File: config.mk
export PLATFORM = sky130hd
export DESIGN_NAME = dma_slot_arbiter_flat
export DESIGN_NICKNAME = d
export VERILOG_FILES = /design/src/rtl/dma_slot_arbiter_pkg.sv /design/src/rtl/dma_slot_arbiter_if.sv /design/src/rtl/dma_slot_arbiter_decode.sv /design/src/rtl/dma_slot_arbiter.sv /design/src/flat_wrapper.sv
export SDC_FILE = /design/constraint.sdc
export NUM_CORES = 1
export LEC_CHECK = 0
export CORE_ASPECT_RATIO = 1.5
export CORE_MARGIN = 2
export CORE_UTILIZATION = 55
export DETAILED_ROUTE_END_ITERATION = 6
export DONT_BUFFER_PORTS = 1
export PLACE_DENSITY = 0.7
export SLEW_MARGIN = 20
export SYNTH_ARGS = -nofsm -noshare
export SYNTH_HDL_FRONTEND = slang
export SYNTH_SLANG_ARGS = --single-unit
File: constraint.sdc
create_clock -name clk -period 2.2 [get_ports clk]
set_input_delay 0.66 -clock clk [delete_from_list [all_inputs] [get_ports clk]]
set_output_delay 0.66 -clock clk [all_outputs]
set_load 0.01 [all_outputs]
File: src/rtl/dma_slot_arbiter_pkg.sv
// agnus_pkg: shared owner encoding, fixed slot positions and line length for the chip-bus slot scheduler.
package agnus_pkg;
    localparam int HTOTAL = 453;
    localparam logic [2:0] OWN_NONE    = 3'd0;
    localparam logic [2:0] OWN_REFRESH = 3'd1;
    localparam logic [2:0] OWN_DISK    = 3'd2;
    localparam logic [2:0] OWN_AUDIO   = 3'd3;
    localparam logic [2:0] OWN_BPL     = 3'd4;
    localparam logic [2:0] OWN_SPRITE  = 3'd5;
    localparam logic [2:0] OWN_COPPER  = 3'd6;
    localparam logic [2:0] OWN_BUS     = 3'd7;
    localparam logic [3:0][7:0] REFRESH_SLOTS = {8'd7, 8'd5, 8'd3, 8'd1};
    localparam logic [7:0] DISK_FIRST   = 8'd9;
    localparam logic [7:0] AUDIO_FIRST  = 8'd15;
    localparam logic [7:0] SPRITE_FIRST = 8'd23;
    // Spans are measured in CCKs from the first slot; these channels use every other slot.
    localparam logic [7:0] DISK_SPAN   = 8'd6;
    localparam logic [7:0] AUDIO_SPAN  = 8'd8;
    localparam logic [7:0] SPRITE_SPAN = 8'd32;
    typedef struct packed {
        logic       valid;
        logic       sprite;
        logic [2:0] owner;
        logic [3:0] sub;
    } fixed_t;
endpackage

File: src/rtl/dma_slot_arbiter_if.sv
// dma_slot_arbiter_if: beam position, DMACON enables, requests and slot grants between Agnus DMA engines and the arbiter.
interface dma_slot_arbiter_if;
    logic [8:0] hpos;
    logic       vbl;
    logic       vblend;
    logic       dmaen;
    logic       dsken;
    logic       spren;
    logic       copen;
    logic       blten;
    logic [3:0] auden;
    logic       blithog;
    logic       bpl_req;
    logic       cop_req;
    logic       blt_req;
    logic       cpu_req;
    logic [2:0] owner;
    logic [3:0] sub;
    logic       cpu_gnt;
    logic       blt_gnt;
    logic       slot_start;
    modport master (
        output hpos, vbl, vblend, dmaen, dsken, spren, copen, blten, auden,
               blithog, bpl_req, cop_req, blt_req, cpu_req,
        input  owner, sub, cpu_gnt, blt_gnt, slot_start
    );
    modport slave (
        input  hpos, vbl, vblend, dmaen, dsken, spren, copen, blten, auden,
               blithog, bpl_req, cop_req, blt_req, cpu_req,
        output owner, sub, cpu_gnt, blt_gnt, slot_start
    );
endinterface

File: src/rtl/dma_slot_arbiter_decode.sv
// dma_fixed_slot_decode: maps a CCK slot index to its fixed owner (refresh, disk, audio, sprite) and sub-channel.
module dma_fixed_slot_decode
    import agnus_pkg::*;
(
    input  logic [7:0] i_slot,
    input  logic       i_dmaen,
    input  logic       i_dsken,
    input  logic       i_spren,
    input  logic       i_vbl,
    input  logic       i_vblend,
    input  logic [3:0] i_auden,
    output fixed_t     o_fix
);
    logic [7:0] w_dsk_off;
    logic [7:0] w_aud_off;
    logic [7:0] w_spr_off;
    logic       w_refresh;
    logic       w_disk;
    logic       w_audio;
    logic       w_sprite;
    always_comb begin
        w_dsk_off = i_slot - DISK_FIRST;
        w_aud_off = i_slot - AUDIO_FIRST;
        w_spr_off = i_slot - SPRITE_FIRST;
        w_refresh = (i_slot == REFRESH_SLOTS[0]) | (i_slot == REFRESH_SLOTS[1]) |
                    (i_slot == REFRESH_SLOTS[2]) | (i_slot == REFRESH_SLOTS[3]);
        w_disk    = i_dmaen & i_dsken & ~w_dsk_off[0] & (w_dsk_off < DISK_SPAN);
        w_audio   = i_dmaen & ~w_aud_off[0] & (w_aud_off < AUDIO_SPAN) & i_auden[w_aud_off[2:1]];
        // Sprites fetch only outside vertical blanking, plus its final line to preload the first row.
        w_sprite  = i_dmaen & i_spren & (~i_vbl | i_vblend) & ~w_spr_off[0] & (w_spr_off < SPRITE_SPAN);
        o_fix.valid  = w_refresh | w_disk | w_audio | w_sprite;
        o_fix.sprite = w_sprite;
        o_fix.owner  = w_refresh ? OWN_REFRESH : w_disk ? OWN_DISK : w_audio ? OWN_AUDIO :
                       w_sprite ? OWN_SPRITE : OWN_NONE;
        o_fix.sub    = w_audio ? {2'b00, w_aud_off[2:1]} : w_sprite ? w_spr_off[4:1] : 4'd0;
    end
endmodule

File: src/rtl/dma_slot_arbiter.sv
// dma_slot_arbiter: per-CCK chip-bus slot scheduler; fixed DMA slots first, then bitplane > copper > blitter > CPU.
// DMA_ARB_STARVE_EN compiles in the blitter-vs-CPU starvation counter; undefined, the blitter always wins.
module dma_slot_arbiter #(
    parameter int HTOTAL       = agnus_pkg::HTOTAL,
    parameter int STARVE_LIMIT = 3
) (
    input logic               clk,
    input logic               _reset,
    dma_slot_arbiter_if.slave bus
);
    import agnus_pkg::*;
    logic       w_decide;
    logic [7:0] w_slot_next;
    fixed_t     w_fix;
    logic       w_bpl;
    logic       w_cop;
    logic       w_blt;
    logic       w_hard;
    logic       w_force;
    logic       w_blt_win;
    logic       w_cpu_win;
    logic [2:0] w_owner;
    logic [3:0] w_sub;
    logic [2:0] r_owner;
    logic [3:0] r_sub;
    logic       r_cpu_gnt;
    logic       r_blt_gnt;
    logic       r_slot_start;
    assign w_decide    = bus.hpos[0];
    assign w_slot_next = (bus.hpos == 9'(HTOTAL)) ? 8'd0 : bus.hpos[8:1] + 8'd1;
    dma_fixed_slot_decode u_decode (
        .i_slot   (w_slot_next),
        .i_dmaen  (bus.dmaen),
        .i_dsken  (bus.dsken),
        .i_spren  (bus.spren),
        .i_vbl    (bus.vbl),
        .i_vblend (bus.vblend),
        .i_auden  (bus.auden),
        .o_fix    (w_fix)
    );
    always_comb begin
        w_bpl     = bus.bpl_req & bus.dmaen;
        w_cop     = bus.cop_req & bus.dmaen & bus.copen & ~w_slot_next[0];
        w_blt     = bus.blt_req & bus.dmaen & bus.blten;
        // Bitplane fetches may steal sprite slots but never refresh, disk or audio.
        w_hard    = w_fix.valid & ~(w_fix.sprite & w_bpl);
        w_owner   = w_hard ? w_fix.owner : w_bpl ? OWN_BPL : w_cop ? OWN_COPPER :
                    (w_blt | bus.cpu_req) ? OWN_BUS : OWN_NONE;
        w_sub     = w_hard ? w_fix.sub : 4'd0;
        w_blt_win = (w_owner == OWN_BUS) & w_blt & ~w_force;
        w_cpu_win = (w_owner == OWN_BUS) & ~w_blt_win;
    end
`ifdef DMA_ARB_STARVE_EN
    localparam int CW = $clog2(STARVE_LIMIT + 1);
    localparam logic [CW-1:0] LIMIT = CW'(STARVE_LIMIT);
    logic [CW-1:0] r_starve;
    assign w_force = w_blt & bus.cpu_req & ~bus.blithog & (r_starve >= LIMIT);
    always_ff @(posedge clk or negedge _reset) begin
        if (!_reset)
            r_starve <= '0;
        else if (~bus.cpu_req | bus.blithog | (w_decide & w_cpu_win))
            r_starve <= '0;
        else if (w_decide & w_blt_win)
            r_starve <= r_starve + 1'b1;
    end
`else
    logic w_unused;
    assign w_force  = 1'b0;
    assign w_unused = bus.blithog;
`endif
    always_ff @(posedge clk or negedge _reset) begin
        if (!_reset) begin
            r_owner      <= OWN_NONE;
            r_sub        <= 4'd0;
            r_cpu_gnt    <= 1'b0;
            r_blt_gnt    <= 1'b0;
            r_slot_start <= 1'b0;
        end else begin
            r_slot_start <= w_decide;
            if (w_decide) begin
                r_owner   <= w_owner;
                r_sub     <= w_sub;
                r_cpu_gnt <= w_cpu_win;
                r_blt_gnt <= w_blt_win;
            end
        end
    end
    assign bus.owner      = r_owner;
    assign bus.sub        = r_sub;
    assign bus.cpu_gnt    = r_cpu_gnt;
    assign bus.blt_gnt    = r_blt_gnt;
    assign bus.slot_start = r_slot_start;
endmodule

File: src/flat_wrapper.sv
// flat-port wrapper written by rule: the top's interface ports become plain ports
module dma_slot_arbiter_flat import agnus_pkg::*;
#(
    parameter int HTOTAL       = agnus_pkg::HTOTAL,
    parameter int STARVE_LIMIT = 3
)
  (clk, _reset, bus_hpos, bus_vbl, bus_vblend, bus_dmaen, bus_dsken, bus_spren, bus_copen, bus_blten, bus_auden, bus_blithog, bus_bpl_req, bus_cop_req, bus_blt_req, bus_cpu_req, bus_owner, bus_sub, bus_cpu_gnt, bus_blt_gnt, bus_slot_start);
  dma_slot_arbiter_if bus_i ();
  input logic clk;
  input logic _reset;
  input wire logic [$bits(bus_i.hpos)-1:0] bus_hpos;
  input wire logic [$bits(bus_i.vbl)-1:0] bus_vbl;
  input wire logic [$bits(bus_i.vblend)-1:0] bus_vblend;
  input wire logic [$bits(bus_i.dmaen)-1:0] bus_dmaen;
  input wire logic [$bits(bus_i.dsken)-1:0] bus_dsken;
  input wire logic [$bits(bus_i.spren)-1:0] bus_spren;
  input wire logic [$bits(bus_i.copen)-1:0] bus_copen;
  input wire logic [$bits(bus_i.blten)-1:0] bus_blten;
  input wire logic [$bits(bus_i.auden)-1:0] bus_auden;
  input wire logic [$bits(bus_i.blithog)-1:0] bus_blithog;
  input wire logic [$bits(bus_i.bpl_req)-1:0] bus_bpl_req;
  input wire logic [$bits(bus_i.cop_req)-1:0] bus_cop_req;
  input wire logic [$bits(bus_i.blt_req)-1:0] bus_blt_req;
  input wire logic [$bits(bus_i.cpu_req)-1:0] bus_cpu_req;
  output wire logic [$bits(bus_i.owner)-1:0] bus_owner;
  output wire logic [$bits(bus_i.sub)-1:0] bus_sub;
  output wire logic [$bits(bus_i.cpu_gnt)-1:0] bus_cpu_gnt;
  output wire logic [$bits(bus_i.blt_gnt)-1:0] bus_blt_gnt;
  output wire logic [$bits(bus_i.slot_start)-1:0] bus_slot_start;
  assign bus_i.hpos = bus_hpos;
  assign bus_i.vbl = bus_vbl;
  assign bus_i.vblend = bus_vblend;
  assign bus_i.dmaen = bus_dmaen;
  assign bus_i.dsken = bus_dsken;
  assign bus_i.spren = bus_spren;
  assign bus_i.copen = bus_copen;
  assign bus_i.blten = bus_blten;
  assign bus_i.auden = bus_auden;
  assign bus_i.blithog = bus_blithog;
  assign bus_i.bpl_req = bus_bpl_req;
  assign bus_i.cop_req = bus_cop_req;
  assign bus_i.blt_req = bus_blt_req;
  assign bus_i.cpu_req = bus_cpu_req;
  assign bus_owner = bus_i.owner;
  assign bus_sub = bus_i.sub;
  assign bus_cpu_gnt = bus_i.cpu_gnt;
  assign bus_blt_gnt = bus_i.blt_gnt;
  assign bus_slot_start = bus_i.slot_start;
  dma_slot_arbiter #(.HTOTAL(HTOTAL), .STARVE_LIMIT(STARVE_LIMIT)) u_core (.clk(clk), ._reset(_reset), .bus(bus_i));
endmodule
==> results of run 1 <==
## flip-flops by register name, indices dropped and copies added (netlist names)
signal,cells
u_core.bus.owner,3
u_core.bus.cpu_gnt,1
u_core.bus.blt_gnt,1
u_core.bus.slot_start,1
u_core.bus.sub,4
## cells by family (layout without fill, tap and decap cells)
logic type               Yosys count  in the layout
AO/OA/AOI/OAI                     36             36
XOR/XNOR                          11             11
adder cells (fa/ha/maj)            4              4
buffers and inverters             21             49
flip-flops                        10             10
multiplexers                       4              4
AND/OR/NAND/NOR                   52             52
## per-stage QoR
step                      hold slack [ns]  worst slack (ns)
after CTS                          0.0786            -0.186
after floorplan                     0.364            -0.557
after global placement              0.365            -0.526
after global routing               0.0669            -0.334
after detailed placement            0.365            -0.616
final                              0.0773            -0.280
## power groups by stage
| stage | clock network (W) | registers (W) | logic, W |
|---|---|---|---|
| 2_1_floorplan | 0 | 0.000210 | 0.000172 |
| 3_3_place_gp | 0 | 0.000211 | 0.000214 |
| 3_5_place_dp | 0 | 0.000212 | 0.000222 |
| 4_1_cts | 0.000124 | 0.000208 | 0.000249 |
| 5_1_grt | 0.000134 | 0.000211 | 0.000283 |
| 6_report | 0.000128 | 0.000208 | 0.000265 |
## worst paths after layout
kind	to	cells after the start	slack, ns	start
worst max-delay path	u_core.bus.sub[0]	10	-0.28	bus_hpos[0]
worst min-delay path	u_core.bus.owner[2]	0	0.08	_reset
worst max register to register	u_core.bus.sub[0]	2	1.35	u_core.bus.sub[0]
worst min register to register	u_core.bus.blt_gnt	2	0.58	u_core.bus.blt_gnt
max in group asynchronous	u_core.bus.slot_start	0	2.06	_reset
min in group clk	u_core.bus.slot_start	0	0.42	bus_hpos[0]
## synthesized netlist by cell type (2+ instances only)
| cell type | number | area share (%) |
|---|---|---|
| o31ai_1 | 2 | 1.3 |
| o22ai_1 | 3 | 1.7 |
| a21oi_1 | 4 | 1.8 |
| o32ai_1 | 2 | 1.5 |
| a311oi_1 | 2 | 1.5 |
| nor2_1 | 9 | 3.0 |
| or3_1 | 2 | 1.1 |
| nand2_1 | 12 | 4.0 |
| nor3_1 | 4 | 1.8 |
| a31oi_1 | 4 | 2.2 |
| dfrtp_1 | 10 | 22 |
| inv_1 | 13 | 4.3 |
| o21ai_0 | 4 | 1.8 |
| nand3_1 | 7 | 3.1 |
| nor4b_1 | 2 | 1.5 |
| mux2i_1 | 3 | 2.7 |
| xnor2_1 | 7 | 5.4 |
| nand4b_1 | 2 | 1.5 |
| xor2_1 | 3 | 2.3 |
| a31o_1 | 2 | 1.5 |
| ha_1 | 4 | 4.4 |
| nor2b_1 | 3 | 1.7 |
| clkbuf_1 | 6 | 2.0 |
## area by class of cell
type | instances | area (µm²)
Multi-Input combinational cell | 107 | 1020
Fill cell | 120 | 357
Timing Repair Buffer | 33 | 251
Sequential cell | 10 | 250
Inverter | 13 | 48.8
Tap cell | 22 | 27.5
Clock buffer | 3 | 22.5
## worst reg2reg max path: cells and delay by family, from the launching register on
| kind | cells | cell delay (ns) |
|---|---|---|
| AOI/OAI and AO/OA | 1 | 0.18 |
| DFF | 1 | 0.41 |
| and+or+nand+nor | 1 | 0.14 |
## layer usage
metal / vias to the layer above / track usage, % / part of all wire, %
met5: - / 0 / 0
met4: 0 / 12.4 / 2.5
met3: 11 / 3.76 / 6.0
met2: 51 / 58.5 / 59
met1: 606 / 27.7 / 33
li1: 572 / - / -
## what timing repair did
action | CTS | global route
endpoints found under the setup margin | 9 | 9
gates resized for setup | 17 | 6
setup buffers | 2 | 2
hold buffers | 0 | 0
pin swaps | 12 | 4
==> flow_summary.toml, run 1 <==
[pwr]
intPower_w = 0.000398
power_frac_seq_pct = 34.6
combPwrFrac_pct = 44.1
power.total_w = 0.000601
power.share.clock_pct = 21.3
leakage_nw = 0.663
irDropWorstVdd_mv = 0.198
power_switching_w = 0.000203
powerDensity_nw_per_um2 = 371
switching_share_pct = 33.8

[worst_setup_path]
endpoint_kind = "flip-flop"
path_class = "input port to flip-flop"
max_stage_delay_ns = 0.40
crit_required_ns = 2.36
crit_slowest_cell = "or3_4"
worstPathMaxFanout = 19
cp_top_family = "simple AND/OR/NAND/NOR gates"
setup.worst_path.start_class = "input port"
crit_buf_inv = 1
crit_chain = "and4b_2, a21oi_4, buf_4, ha_4, nand2_4, nor4b_4, a311oi_1, or3_4, mux2i_4, a31o_1"
worst_ep_arrival_time_ns = 2.64

[logic_synthesis]
synth_flop_cell = "dfrtp_1"
ys_ff_latch = 10
synth_area_um2 = 1130
syn_nets = 169
yosys-mux-area-fraction_pct = 4.65
ys_warn_count = 0
ys_seq_area_share_pct = 22.1
synth.distinct_cells = 51
synth_area_per_cell_um2 = 8.20
yosys.area_share.simple_pct = 26.2
synth_fa_ha_area_share_pct = 4.42
synth_top_family_by_area = "compound AO/OA/AOI/OAI gates"
synthArstFlopShare_pct = 100
synth-compound-area-share_pct = 26.2
synth_edf_count = 0
synth_cells = 138
synth_xor_xnor_area_share_pct = 9.18

[final_layout]
final_core_util_pct = 82.0
layout_common_cells = "buf_4, inv_1, dfrtp_1"
final_common_cell = "buf_4"
final_nets = 199
syn_to_final_growth_pct = 43.3
final_cells = 188
final_area_um2 = 1620
drive_above_1_share_pct = 44.0
num_antenna_cells = 0

[grt]
overflow = 0
grt_pass1_wl_um = 4970
antenna_found_initial = 0
grt_max_degree = 20
grt_pass1_vias = 1198
grt_use_total_pct = 30.0

[clock_network]
clkTransAtPathRegs_ns = 0.06
cts-root-buf = "clkbuf_4"
tritoncts = "built"
clock-sinks = 10
cts_max_level = 1
clk_latency_ns = 0.27
cts_made_buffers = 3
ctsLongestPathBuffers = 2

[routing]
dr.pass1.iters = 7
drt-initial-drc-count = 43
wl_per_cell_um = 18.4
ant_nets = 0
num_vias = 1240
wirelength_um = 3460
vias_per_cell = 6.60
drc = 0

[floorplan]
coreArea_um2 = 1980
die_y_um = 59.5
placementRows = 20
dieWidth_um = 41.0
ios = 37
dieArea_um2 = 2440
start_util_pct = 57.2

[placed_design]
gp_congestion = 0.900
dp.cells = 181
io_buffers = 0
dpl_cell_area_um2 = 1430
hpwl_um = 2580

[job]
max-cap-violations = 0

[sta]
fin_skew_ns = 0
fmax_ghz = 0.403
final.setup.tns_ns = -2.02
final-setup-viol-count = 9
worst_slew_pin_slew_ns = 0.395
timing.final.crit_share_pct = 113
worst_slack_ns = -0.280
fin_crit_ns = 2.48
rsz0062_at_grt = "true"
hold_viol_final = 0
slew_violations = 0
relSlewSlack_pct = 73.5

[status]
status = "complete, but fails checks"
violations = "setup timing"

[min_path]
hold_class = "input port to asynchronous set/reset pin"
(Power assumes the default switching activity.)
==> inputs of run 2 (changes only) <==
==> constraint.sdc (replaced) <==
create_clock -name clk -period 2.3 [get_ports clk]
set_input_delay 0.69 -clock clk [delete_from_list [all_inputs] [get_ports clk]]
set_output_delay 0.69 -clock clk [all_outputs]
set_load 0.01 [all_outputs]
==> flow_summary.toml, run 2 (synthesis gave the netlist of run 1 again) <==
[pwr]
powerDensity_nw_per_um2 = 353
power.total_w = 0.000555
irDropWorstVdd_mv = 0.197
leakage_nw = 0.662

[routing]
num_vias = 1196
wl_per_cell_um = 17.9
ant_nets = 0
wirelength_um = 3350
drt-initial-drc-count = 26
vias_per_cell = 6.40
drc = 0
dr.pass1.iters = 4

[status]
status = "complete, but fails checks"
violations = "setup timing"

[placed_design]
hpwl_um = 2570
io_buffers = 0
gp_congestion = 0.926

[worst_setup_path]
setup.worst_path.start_class = "input port"
crit_required_ns = 2.45
worst_ep_arrival_time_ns = 2.62
endpoint_kind = "flip-flop"
rr_worst_depth = 2
worstPathMaxFanout = 9
path_class = "input port to flip-flop"

[final_layout]
num_antenna_cells = 0
final_nets = 198
drive_above_1_share_pct = 43.6
final_core_util_pct = 79.5
final_common_cell = "buf_4"
fillCellCount = 137
largest_register_ffs = 4
final-seq-area_um2 = 250
layout_common_cells = "buf_4, inv_1, dfrtp_1"
multi_input_comb_area_um2 = 978
syn_to_final_growth_pct = 38.9

[grt]
grt_pass1_vias = 1237
grt_use_total_pct = 29.2
grt_pass1_wl_um = 4930
antenna_found_initial = 0
grt_max_degree = 20
overflow = 0

[job]
max-cap-violations = 0

[sta]
final-setup-viol-count = 9
worst_slack_ns = -0.162
final.setup.tns_ns = -1.03
fmax_ghz = 0.406
hold_viol_final = 0
fin_skew_ns = 0
rsz0062_at_grt = "true"
relSlewSlack_pct = 75.0
timing.final.crit_share_pct = 107
worst_slew_pin_slew_ns = 0.371
fin_crit_ns = 2.46
slew_violations = 0

[floorplan]
start_util_pct = 57.2
dieWidth_um = 41.0
placementRows = 20
dieArea_um2 = 2440
coreArea_um2 = 1980
ios = 37
die_y_um = 59.5

[clock_network]
ctsLongestPathBuffers = 2
cts-root-buf = "clkbuf_4"
clkTransAtPathRegs_ns = 0.06
cts_hold_buf = 0
clk_latency_ns = 0.27
cts_made_buffers = 3
clock-sinks = 10
tritoncts = "built"
cts_max_level = 1

[min_path]
hold_class = "input port to asynchronous set/reset pin"
[run 2: layer usage]
metal / routed length [µm] / global-route usage, % / vias up
met5: 0 / 0 / -
met4: 90 / 11.4 / 0
met3: 155 / 3.01 / 11
met2: 1960 / 57.8 / 44
met1: 1140 / 26.7 / 576
li1: - / - / 565
[run 2: worst paths after layout]
check,startpoint,end,slack (ns)
min in group clk,bus_hpos[0],u_core.bus.slot_start,0.45
hold reg to reg,u_core.bus.cpu_gnt,u_core.bus.cpu_gnt,0.59
setup reg to reg,u_core.bus.sub[1],u_core.bus.sub[1],1.45
max in group asynchronous,_reset,u_core.bus.sub[2],2.12
setup / recovery,bus_hpos[6],u_core.bus.owner[1],-0.16
hold / removal,_reset,u_core.bus.sub[1],0.11
[run 2: through the flow]
stage          setup WS [ns]  hold slack [ns]  instance area (µm²)  cells
6_report              -0.162            0.109                 1570    187
3_3_place_gp          -0.471            0.395                 1430    181
5_1_grt               -0.226            0.111                 1570    187
4_1_cts               -0.176            0.118                 1520    184
2_1_floorplan         -0.487            0.394                 1270    138
3_5_place_dp          -0.535            0.395                 1430    181
[run 2: final cells by class]
class,count,share of cell area (%)
clock buffers,3,1.43
inverters,13,3.11
multi-input cells,107,62.3
flip-flops and latches,10,15.9
well taps,22,1.75
repair buffers,32,15.5
[run 2: timing repair]
action,CTS,global route
pin swaps,7,3
gates resized for setup,10,8
setup endpoints to repair,9,9
buffers inserted,0,3
[run 2: power breakdown]
group | switching, W | total, W | internal (W)
logic | 0.000110 | 0.000235 | 0.000125
clock network | 0.0000604 | 0.000121 | 0.0000606
registers | 0.0000124 | 0.000199 | 0.000187
total | 0.000183 | 0.000555 | 0.000373
[run 2: worst max-delay path: stages]
cell,delay [ns]
and4b_2,0.26
a21oi_4,0.21
inv_2,0.07
ha_4,0.29
mux4_2,0.53
o211ai_2,0.12
nand2_2,0.11
buf_4,0.14
a21oi_1,0.12
o22ai_1,0.08
